**src/rtl/cdma_wg_rd_rsp_unpack_if.sv**
```systemverilog
// Handshake bundle between the WG DMA read-response stage, the unpacker and the
// WG data-entry write logic: 514-bit response channel in, 256-bit beat channel out.
interface cdma_wg_rd_rsp_unpack_if #(
    parameter int HALF_W = 256
);
    logic                  dma_rd_rsp_vld;
    logic [2*HALF_W+1:0]   dma_rd_rsp_pd;
    logic                  dma_rd_rsp_rdy;
    logic                  unpk_vld;
    logic [HALF_W-1:0]     unpk_data;
    logic                  unpk_last;
    logic                  unpk_rdy;

    // Master: the response producer / beat consumer around the unpacker.
    modport master (
        output dma_rd_rsp_vld, dma_rd_rsp_pd, unpk_rdy,
        input  dma_rd_rsp_rdy, unpk_vld, unpk_data, unpk_last
    );

    // Slave: the unpacker itself.
    modport slave (
        input  dma_rd_rsp_vld, dma_rd_rsp_pd, unpk_rdy,
        output dma_rd_rsp_rdy, unpk_vld, unpk_data, unpk_last
    );
endinterface

```
**src/rtl/cdma_wg_rd_rsp_unpack.sv**
```systemverilog
// Splits each 514-bit WG read response into up to two 256-bit beats (low half first).
// Optional stall counter is built only when CDMA_WG_UNPACK_STALL_CNT_EN is defined.
module cdma_wg_rd_rsp_unpack #(
    parameter int HALF_W = 256,
    parameter int CNT_W  = 16
) (
    input  logic                     nvdla_core_clk,
    input  logic                     nvdla_core_rstn,
    cdma_wg_rd_rsp_unpack_if.slave   bus,
    output logic                     unpk_err_zero_mask,
    output logic [CNT_W-1:0]         unpk_rsp_cnt,
    output logic [CNT_W-1:0]         unpk_beat_cnt,
    output logic [31:0]              unpk_stall_cnt
);

    logic [2*HALF_W-1:0] buf_data_q;
    logic [1:0]          pend_q, pend_d;
    logic                err_q;
    logic [CNT_W-1:0]    rsp_cnt_q, beat_cnt_q;
    logic                out_fire;
    logic                accept;
    logic [1:0]          in_mask;

    assign in_mask = bus.dma_rd_rsp_pd[2*HALF_W+1:2*HALF_W];

    assign bus.unpk_vld  = |pend_q;
    assign bus.unpk_data = pend_q[0] ? buf_data_q[HALF_W-1:0] : buf_data_q[2*HALF_W-1:HALF_W];
    assign bus.unpk_last = (pend_q == 2'b01) || (pend_q == 2'b10);

    assign out_fire = bus.unpk_vld && bus.unpk_rdy;
    // Ready reopens in the same cycle the last beat leaves, so responses stream without a bubble.
    assign bus.dma_rd_rsp_rdy = (pend_q == 2'b00) || (out_fire && bus.unpk_last);
    assign accept = bus.dma_rd_rsp_vld && bus.dma_rd_rsp_rdy;

    always_comb begin
        // NOTE: default first so every path assigns pend_d and no latch is inferred.
        pend_d = pend_q;
        if (accept)
            pend_d = in_mask;
        else if (out_fire)
            pend_d = (pend_q == 2'b11) ? 2'b10 : 2'b00;
    end

    // NOTE: the wide data buffer is deliberately left without reset; pend_q qualifies it.
    always_ff @(posedge nvdla_core_clk) begin
        if (accept)
            buf_data_q <= bus.dma_rd_rsp_pd[2*HALF_W-1:0];
    end

    // NOTE: sequential state uses non-blocking assignments only.
    always_ff @(posedge nvdla_core_clk or negedge nvdla_core_rstn) begin
        if (!nvdla_core_rstn) begin
            pend_q     <= 2'b00;
            err_q      <= 1'b0;
            rsp_cnt_q  <= '0;
            beat_cnt_q <= '0;
        end else begin
            pend_q <= pend_d;
            err_q  <= accept && (in_mask == 2'b00);
            if (accept)
                rsp_cnt_q <= rsp_cnt_q + CNT_W'(1);
            if (out_fire)
                beat_cnt_q <= beat_cnt_q + CNT_W'(1);
        end
    end

    assign unpk_err_zero_mask = err_q;
    assign unpk_rsp_cnt       = rsp_cnt_q;
    assign unpk_beat_cnt      = beat_cnt_q;

`ifdef CDMA_WG_UNPACK_STALL_CNT_EN
    logic [31:0] stall_cnt_q;

    // Saturating count of cycles a beat waits on downstream backpressure.
    always_ff @(posedge nvdla_core_clk or negedge nvdla_core_rstn) begin
        if (!nvdla_core_rstn)
            stall_cnt_q <= 32'd0;
        else if (bus.unpk_vld && !bus.unpk_rdy && (stall_cnt_q != 32'hFFFF_FFFF))
            stall_cnt_q <= stall_cnt_q + 32'd1;
    end

    assign unpk_stall_cnt = stall_cnt_q;
`else
    assign unpk_stall_cnt = 32'd0;
`endif

endmodule
```
**src/flat_wrapper.sv**
```systemverilog
// flat-port wrapper written by rule: the top's interface ports become plain ports
module cdma_wg_rd_rsp_unpack_flat 
#(
    parameter int HALF_W = 256,
    parameter int CNT_W  = 16
)
  (nvdla_core_clk, nvdla_core_rstn, unpk_err_zero_mask, unpk_rsp_cnt, unpk_beat_cnt, unpk_stall_cnt, bus_dma_rd_rsp_vld, bus_dma_rd_rsp_pd, bus_unpk_rdy, bus_dma_rd_rsp_rdy, bus_unpk_vld, bus_unpk_data, bus_unpk_last);
  cdma_wg_rd_rsp_unpack_if #(.HALF_W(HALF_W)) bus_i ();
  input  logic nvdla_core_clk;
  input  logic nvdla_core_rstn;
  output logic unpk_err_zero_mask;
  output logic [CNT_W-1:0] unpk_rsp_cnt;
  output logic [CNT_W-1:0] unpk_beat_cnt;
  output logic [31:0] unpk_stall_cnt;
  input wire logic [$bits(bus_i.dma_rd_rsp_vld)-1:0] bus_dma_rd_rsp_vld;
  input wire logic [$bits(bus_i.dma_rd_rsp_pd)-1:0] bus_dma_rd_rsp_pd;
  input wire logic [$bits(bus_i.unpk_rdy)-1:0] bus_unpk_rdy;
  output wire logic [$bits(bus_i.dma_rd_rsp_rdy)-1:0] bus_dma_rd_rsp_rdy;
  output wire logic [$bits(bus_i.unpk_vld)-1:0] bus_unpk_vld;
  output wire logic [$bits(bus_i.unpk_data)-1:0] bus_unpk_data;
  output wire logic [$bits(bus_i.unpk_last)-1:0] bus_unpk_last;
  assign bus_i.dma_rd_rsp_vld = bus_dma_rd_rsp_vld;
  assign bus_i.dma_rd_rsp_pd = bus_dma_rd_rsp_pd;
  assign bus_i.unpk_rdy = bus_unpk_rdy;
  assign bus_dma_rd_rsp_rdy = bus_i.dma_rd_rsp_rdy;
  assign bus_unpk_vld = bus_i.unpk_vld;
  assign bus_unpk_data = bus_i.unpk_data;
  assign bus_unpk_last = bus_i.unpk_last;
  cdma_wg_rd_rsp_unpack #(.HALF_W(HALF_W), .CNT_W(CNT_W)) u_core (.nvdla_core_clk(nvdla_core_clk), .nvdla_core_rstn(nvdla_core_rstn), .bus(bus_i), .unpk_err_zero_mask(unpk_err_zero_mask), .unpk_rsp_cnt(unpk_rsp_cnt), .unpk_beat_cnt(unpk_beat_cnt), .unpk_stall_cnt(unpk_stall_cnt));
endmodule
```
**config.mk**
```make
export PLATFORM = sky130hd
export DESIGN_NAME = cdma_wg_rd_rsp_unpack_flat
export DESIGN_NICKNAME = d
export VERILOG_FILES = /design/src/rtl/cdma_wg_rd_rsp_unpack_if.sv /design/src/rtl/cdma_wg_rd_rsp_unpack.sv /design/src/flat_wrapper.sv
export SDC_FILE = /design/constraint.sdc
export NUM_CORES = 1
export LEC_CHECK = 0
export ABC_AREA = 0
export BUFFER_PORTS_ARGS = -buffer_cell sky130_fd_sc_hd__buf_2
export CORE_AREA = 5 5 325 327
export DETAILED_ROUTE_END_ITERATION = 8
export DIE_AREA = 0 0 330 332
export GPL_TIMING_DRIVEN = 0
export PLACE_DENSITY_LB_ADDON = 0.25
export SLEW_MARGIN = 15
export SYNTH_ARGS = -nofsm -noshare
export SYNTH_HDL_FRONTEND = slang
export SYNTH_SLANG_ARGS = --single-unit
```
**constraint.sdc**
```tcl
create_clock -name nvdla_core_clk -period 13.3 [get_ports nvdla_core_clk]
set_input_delay 2.66 -clock nvdla_core_clk [delete_from_list [all_inputs] [get_ports nvdla_core_clk]]
set_output_delay 2.66 -clock nvdla_core_clk [all_outputs]
set_load 0.005 [all_outputs]
```
== Yosys cells after proc, flatten, opt, wreduce, memory -nomap -nowiden ==
Cells that the tools add are included.
Cells by class
  $add $sub $neg: 2
  eq/ne operators: 3
  muxes and demuxes: 4
  reductions and logical operators: 10
Operator list (number)
  $mux 256: 1
  $add 16x1->16 const B: 2
  $mux 2: 3
  $eq 2x2->1 const B: 2
  $logic_and 1x1->1: 4
  $logic_not 2->1: 2
  $eq 2x1->1 const B: 1
  $logic_or 1x1->1: 2
  $reduce_bool 2->1: 1
  $reduce_or 2->1: 1
Storage, ports and cells
  register bits: 547
  output and inout port bits: 324
  logic and storage cells: 24

== Depth between registers and ports, before layout ==
  depth after elaboration: 6
  gate-level depth with buffers: 11

== Worst setup path after synthesis ==
OpenSTA, ideal clock, no wires.
  kind: input to register
  start: input bus_unpk_rdy
  end: register u_core.rsp_cnt_q[4] (netlist: u_core.unpk_rsp_cnt[4])
  library setup time: 0.122 ns
  data arrival time: 14.069 ns
  data required time: 13.178 ns
  setup slack: -0.891 ns
  stages: 6
  buffers on the path: 0
  cells stage by stage: a21oi_4 inv_1 nand2_2 inv_1 nand4_1 xnor2_1
On the way
  longest elaborated chain between the ends: 4
Ends and longest elaborated chain
  start, declared: RTL line flat_wrapper.sv:17  | input wire logic [$bits(bus_i.unpk_rdy)-1:0] bus_unpk_rdy;
  $logic_and 1x1->1: RTL line cdma_wg_rd_rsp_unpack.sv:30  | assign out_fire = bus.unpk_vld && bus.unpk_rdy;
  $logic_and 1x1->1: RTL line cdma_wg_rd_rsp_unpack.sv:32  | assign bus.dma_rd_rsp_rdy = (pend_q == 2'b00) || (out_fire && bus.unpk_last);
  $logic_or 1x1->1: RTL line cdma_wg_rd_rsp_unpack.sv:32
  via bus_dma_rd_rsp_rdy: RTL line flat_wrapper.sv:18  | output wire logic [$bits(bus_i.dma_rd_rsp_rdy)-1:0] bus_dma_rd_rsp_rdy;
  $logic_and 1x1->1: RTL line cdma_wg_rd_rsp_unpack.sv:33  | assign accept = bus.dma_rd_rsp_vld && bus.dma_rd_rsp_rdy;
  via u_core.accept: RTL line cdma_wg_rd_rsp_unpack.sv:21  | logic accept;
  end signal, assigned: RTL line cdma_wg_rd_rsp_unpack.sv:61  | rsp_cnt_q <= rsp_cnt_q + CNT_W'(1);
  end, declared: RTL line cdma_wg_rd_rsp_unpack.sv:19  | logic [CNT_W-1:0] rsp_cnt_q, beat_cnt_q;
The timed path passes the listed nets, and every way through them passes these cells.
A chain may end at the register's enable or synchronous reset.

== Worst setup path after layout ==
  start: input bus_unpk_rdy
  end: output bus_dma_rd_rsp_rdy
On the way
  longest elaborated chain between the ends: 3
Ends and longest elaborated chain (RTL line)
  $logic_and 1x1->1: cdma_wg_rd_rsp_unpack.sv:30
  $logic_and 1x1->1: cdma_wg_rd_rsp_unpack.sv:32
  $logic_or 1x1->1: cdma_wg_rd_rsp_unpack.sv:32
  end, declared: flat_wrapper.sv:18
No other way between the ends.

==> summary.md <==
| Metric | Value |
|---|---|
| Setup Viol. Count Final | 0 |
| Area grow syn2layout | 41.5% |
| Layout cell share with drive strength beyond 1 | 63.9% |
| CP peak stage delay | 0.21 ns |
| Netlist cell types | 31 |
| Post-synth EDFFs | 512 |
| Hold Path Class | register to register |
| DRT Wirelength | 64100 microns |
| CTS tree | yes |
| Worst path most repeated cell | buf_2 |
| Peak supply drop | 0.000104 V |
| Synth top cells by count | 512 x edfxtp_1, 257 x mux2_2, 35 x dfrtp_1 |
| Slew margin rel. | 46.0% |
| Clock Latency Late Sink | 0.61 ns |
| Dominant cell type by area after synthesis | edfxtp_1 |
| Hold_ws | 0.467 ns |
| Final worst-path cycle share | 44.3% |
| Slew Viols, Final | 0 |
| Initial core utilization | 19.7% |
| Top cell type's share of synthesized area | 75.9% |
| TritonCTS buffer count | 67 |
| Clk sink count | 547 |
| FF+latch area | 16300 sq um |
| Total grt overflow | 0 |
| Ys flop type | edfxtp_1 |
| Crit-path max FO | 5 |
| H-tree levels | 3 |
| Mapped Cells | 967 |
| Vias per cell | 3.62 |
| Port Buf Inserts | 809 |
| Post-CTS Resized | 0 |
| Critical-path cell with the highest stage delay | a21oi_4 |
| Die area | 110000 sq um |
| Worst setup EP type | output port |
| Hold buffers post-CTS | 0 |
| Status | complete, no violations |
| CTS root buf | clkbuf_16 |
| Lkg Pwr | 0.0113 uW |
| Worst path bufs/invs | 3 |
| # IOs | 842 |
| DR DRC count | 0 |
| Yosys warning count | 0 |
| Final nets | 2413 |
| Core Region | 103000 sq um |
| Max capacitance violation total | 0 |
| First-pass GRT wire length | 89000 microns |
| CTS Buffer Depth | 3 |
| Critical Path RT | 10.64 ns |
| Crit path launch type | input port |
| Syn_area_per_cell | 20.9 sq um |
| Vias | 12100 |
| Clock transition at the registers of the reported paths | 0.05 ns |
| Seq/Total Area, Yosys | 80.3% |
| Gpl congestion | 0.808 |
| Final hold violation count | 0 |
| Fin Clk Skew | 0.0113 ns |
| Post-synth ARST share | 6.40% |
| Worst Path Arrival | 3.23 ns |
| Largest net degree at the start of global routing | 43 |
| Rows | 118 |
| Area contributors post-synth | edfxtp_1 76%, mux2_2 14%, dfrtp_1 4.3% |
| First drt pass iteration count | 4 |
| Unrepaired setup endpoints after global routing | false |
| Fmax | 0.170 GHz |
| Tmin final | 5.89 ns |
| Actual transition at the worst max-transition pin | 0.809 ns |
| Crit-path leading delay family | buffers and inverters |
| CP Class | input port to output port |
| Multi-input logic area | 3690 sq um |
| Crit path cell chain | buf_2, a21oi_4, inv_1, buf_2 |
| Post-Syn Area | 20200 sq um |
| Initial antenna violation count | 25 |
| Die Width | 330 microns |
| Die Y | 332 microns |
| Setup_tns | 0 ns |
| Setup repair bufs after CTS | 0 |
| Fillers | 10600 |
| Starting DRC count in detailed routing | 529 |
| Detailed Place HPWL | 50600 microns |
| Post-route ant nets | 0 |
| Per-cell routed wire length | 19.2 microns |
| Count leader, synth | edfxtp_1 |
| Yosys reg bits | 547 |
| Vias in the first global route | 13400 |
| Power per cell area | 212 nW/um^2 |
| GRT Util Overall | 11.2% |
-- sequential cells by signal, indices dropped and copies added, names as in the netlist --
register and cells:
u_core.unpk_err_zero_mask 1, u_core.unpk_beat_cnt 16, u_core.buf_data_q 512, u_core.unpk_rsp_cnt 16
u_core.pend_q 2
-- path summary, 6_finish.rpt --
check | startpoint | to | slack, ns | cells past startpoint
setup / recovery | bus_unpk_rdy | bus_dma_rd_rsp_rdy | 7.41 | 4
hold / removal | u_core.unpk_rsp_cnt[15]$_DFFE_PN0P_ | u_core.unpk_rsp_cnt[15]$_DFFE_PN0P_ | 0.47 | 1
setup reg to reg | u_core.pend_q[0]$_DFFE_PN0P_ | u_core.buf_data_q[262]$_DFFE_PP_ | 8.59 | 15
hold reg to reg | u_core.unpk_rsp_cnt[15]$_DFFE_PN0P_ | u_core.unpk_rsp_cnt[15]$_DFFE_PN0P_ | 0.47 | 1
max in group asynchronous | nvdla_core_rstn | u_core.unpk_rsp_cnt[8]$_DFFE_PN0P_ | 10.65 | 1
min in group asynchronous | nvdla_core_rstn | u_core.unpk_beat_cnt[13]$_DFFE_PN0P_ | 2.13 | 1
-- area by class of cell --
class                           count  area share, %
Clock buffer                       80           6.10
Timing Repair Buffer              824           15.2
Multi-Input combinational cell    382           12.9
Buffer                             62           1.37
Inverter                            7          0.105
Antenna cell                       18          0.157
Clock inverter                     41           1.45
Sequential cell                   547           56.7
Tap cell                         1380           6.03
-- layout by cell type (no fill, tap or decap), types with 18 or more instances in the layout --
cell type / n
buf_2: 837
edfxtp_1: 512
mux2_2: 257
clkbuf_16: 68
dfrtp_1: 35
buf_4: 33
conb_1: 32
xnor2_1: 19
clkinv_1: 19
diode_2: 18
-- per-layer routing --
metal / vias up / GRT usage (%) / share of wire, %
met5: - / 0 / 0.12
met4: 10 / 4.64 / 2.8
met3: 105 / 3.93 / 9.1
met2: 489 / 20.7 / 54
met1: 5885 / 11.3 / 34
li1: 5595 / - / -
-- where the power goes --
part	total [uW]	internal, uW	switching [uW]
Clock	1790	1050	739
Sequential	2530	2410	116
Combinational	1760	805	951
-- metrics by stage --
step / cell area (sq um) / std cells / setup WS, ns / power [uW] / utilization (%)
global placement: 26100 / 3187 / -1.29 / 4520 / 25.5
CTS: 28600 / 3323 / 7.28 / 6220 / 27.9
floorplan: 20400 / 998 / 2.08 / 3590 / -
finish: 28700 / 3341 / 7.41 / 6070 / 27.9
global route: 28600 / 3335 / 7.17 / 6400 / 27.9
detailed placement: 26400 / 3202 / 7.40 / 4380 / 25.8
-- kinds of logic (layout without fill, tap and decap cells) --
logic type,Yosys count,in the layout,share of synthesized area (%)
compound gates,5,5,0.210
xor+xnor,30,30,1.30
fa+ha+maj,4,4,0.247
buf+inv,69,1014,2.06
flops,547,547,80.3
mux,257,257,14.3
other cells,1,50,0.0185
simple gates,54,54,1.59
Power figures use the tool's default switching activity.
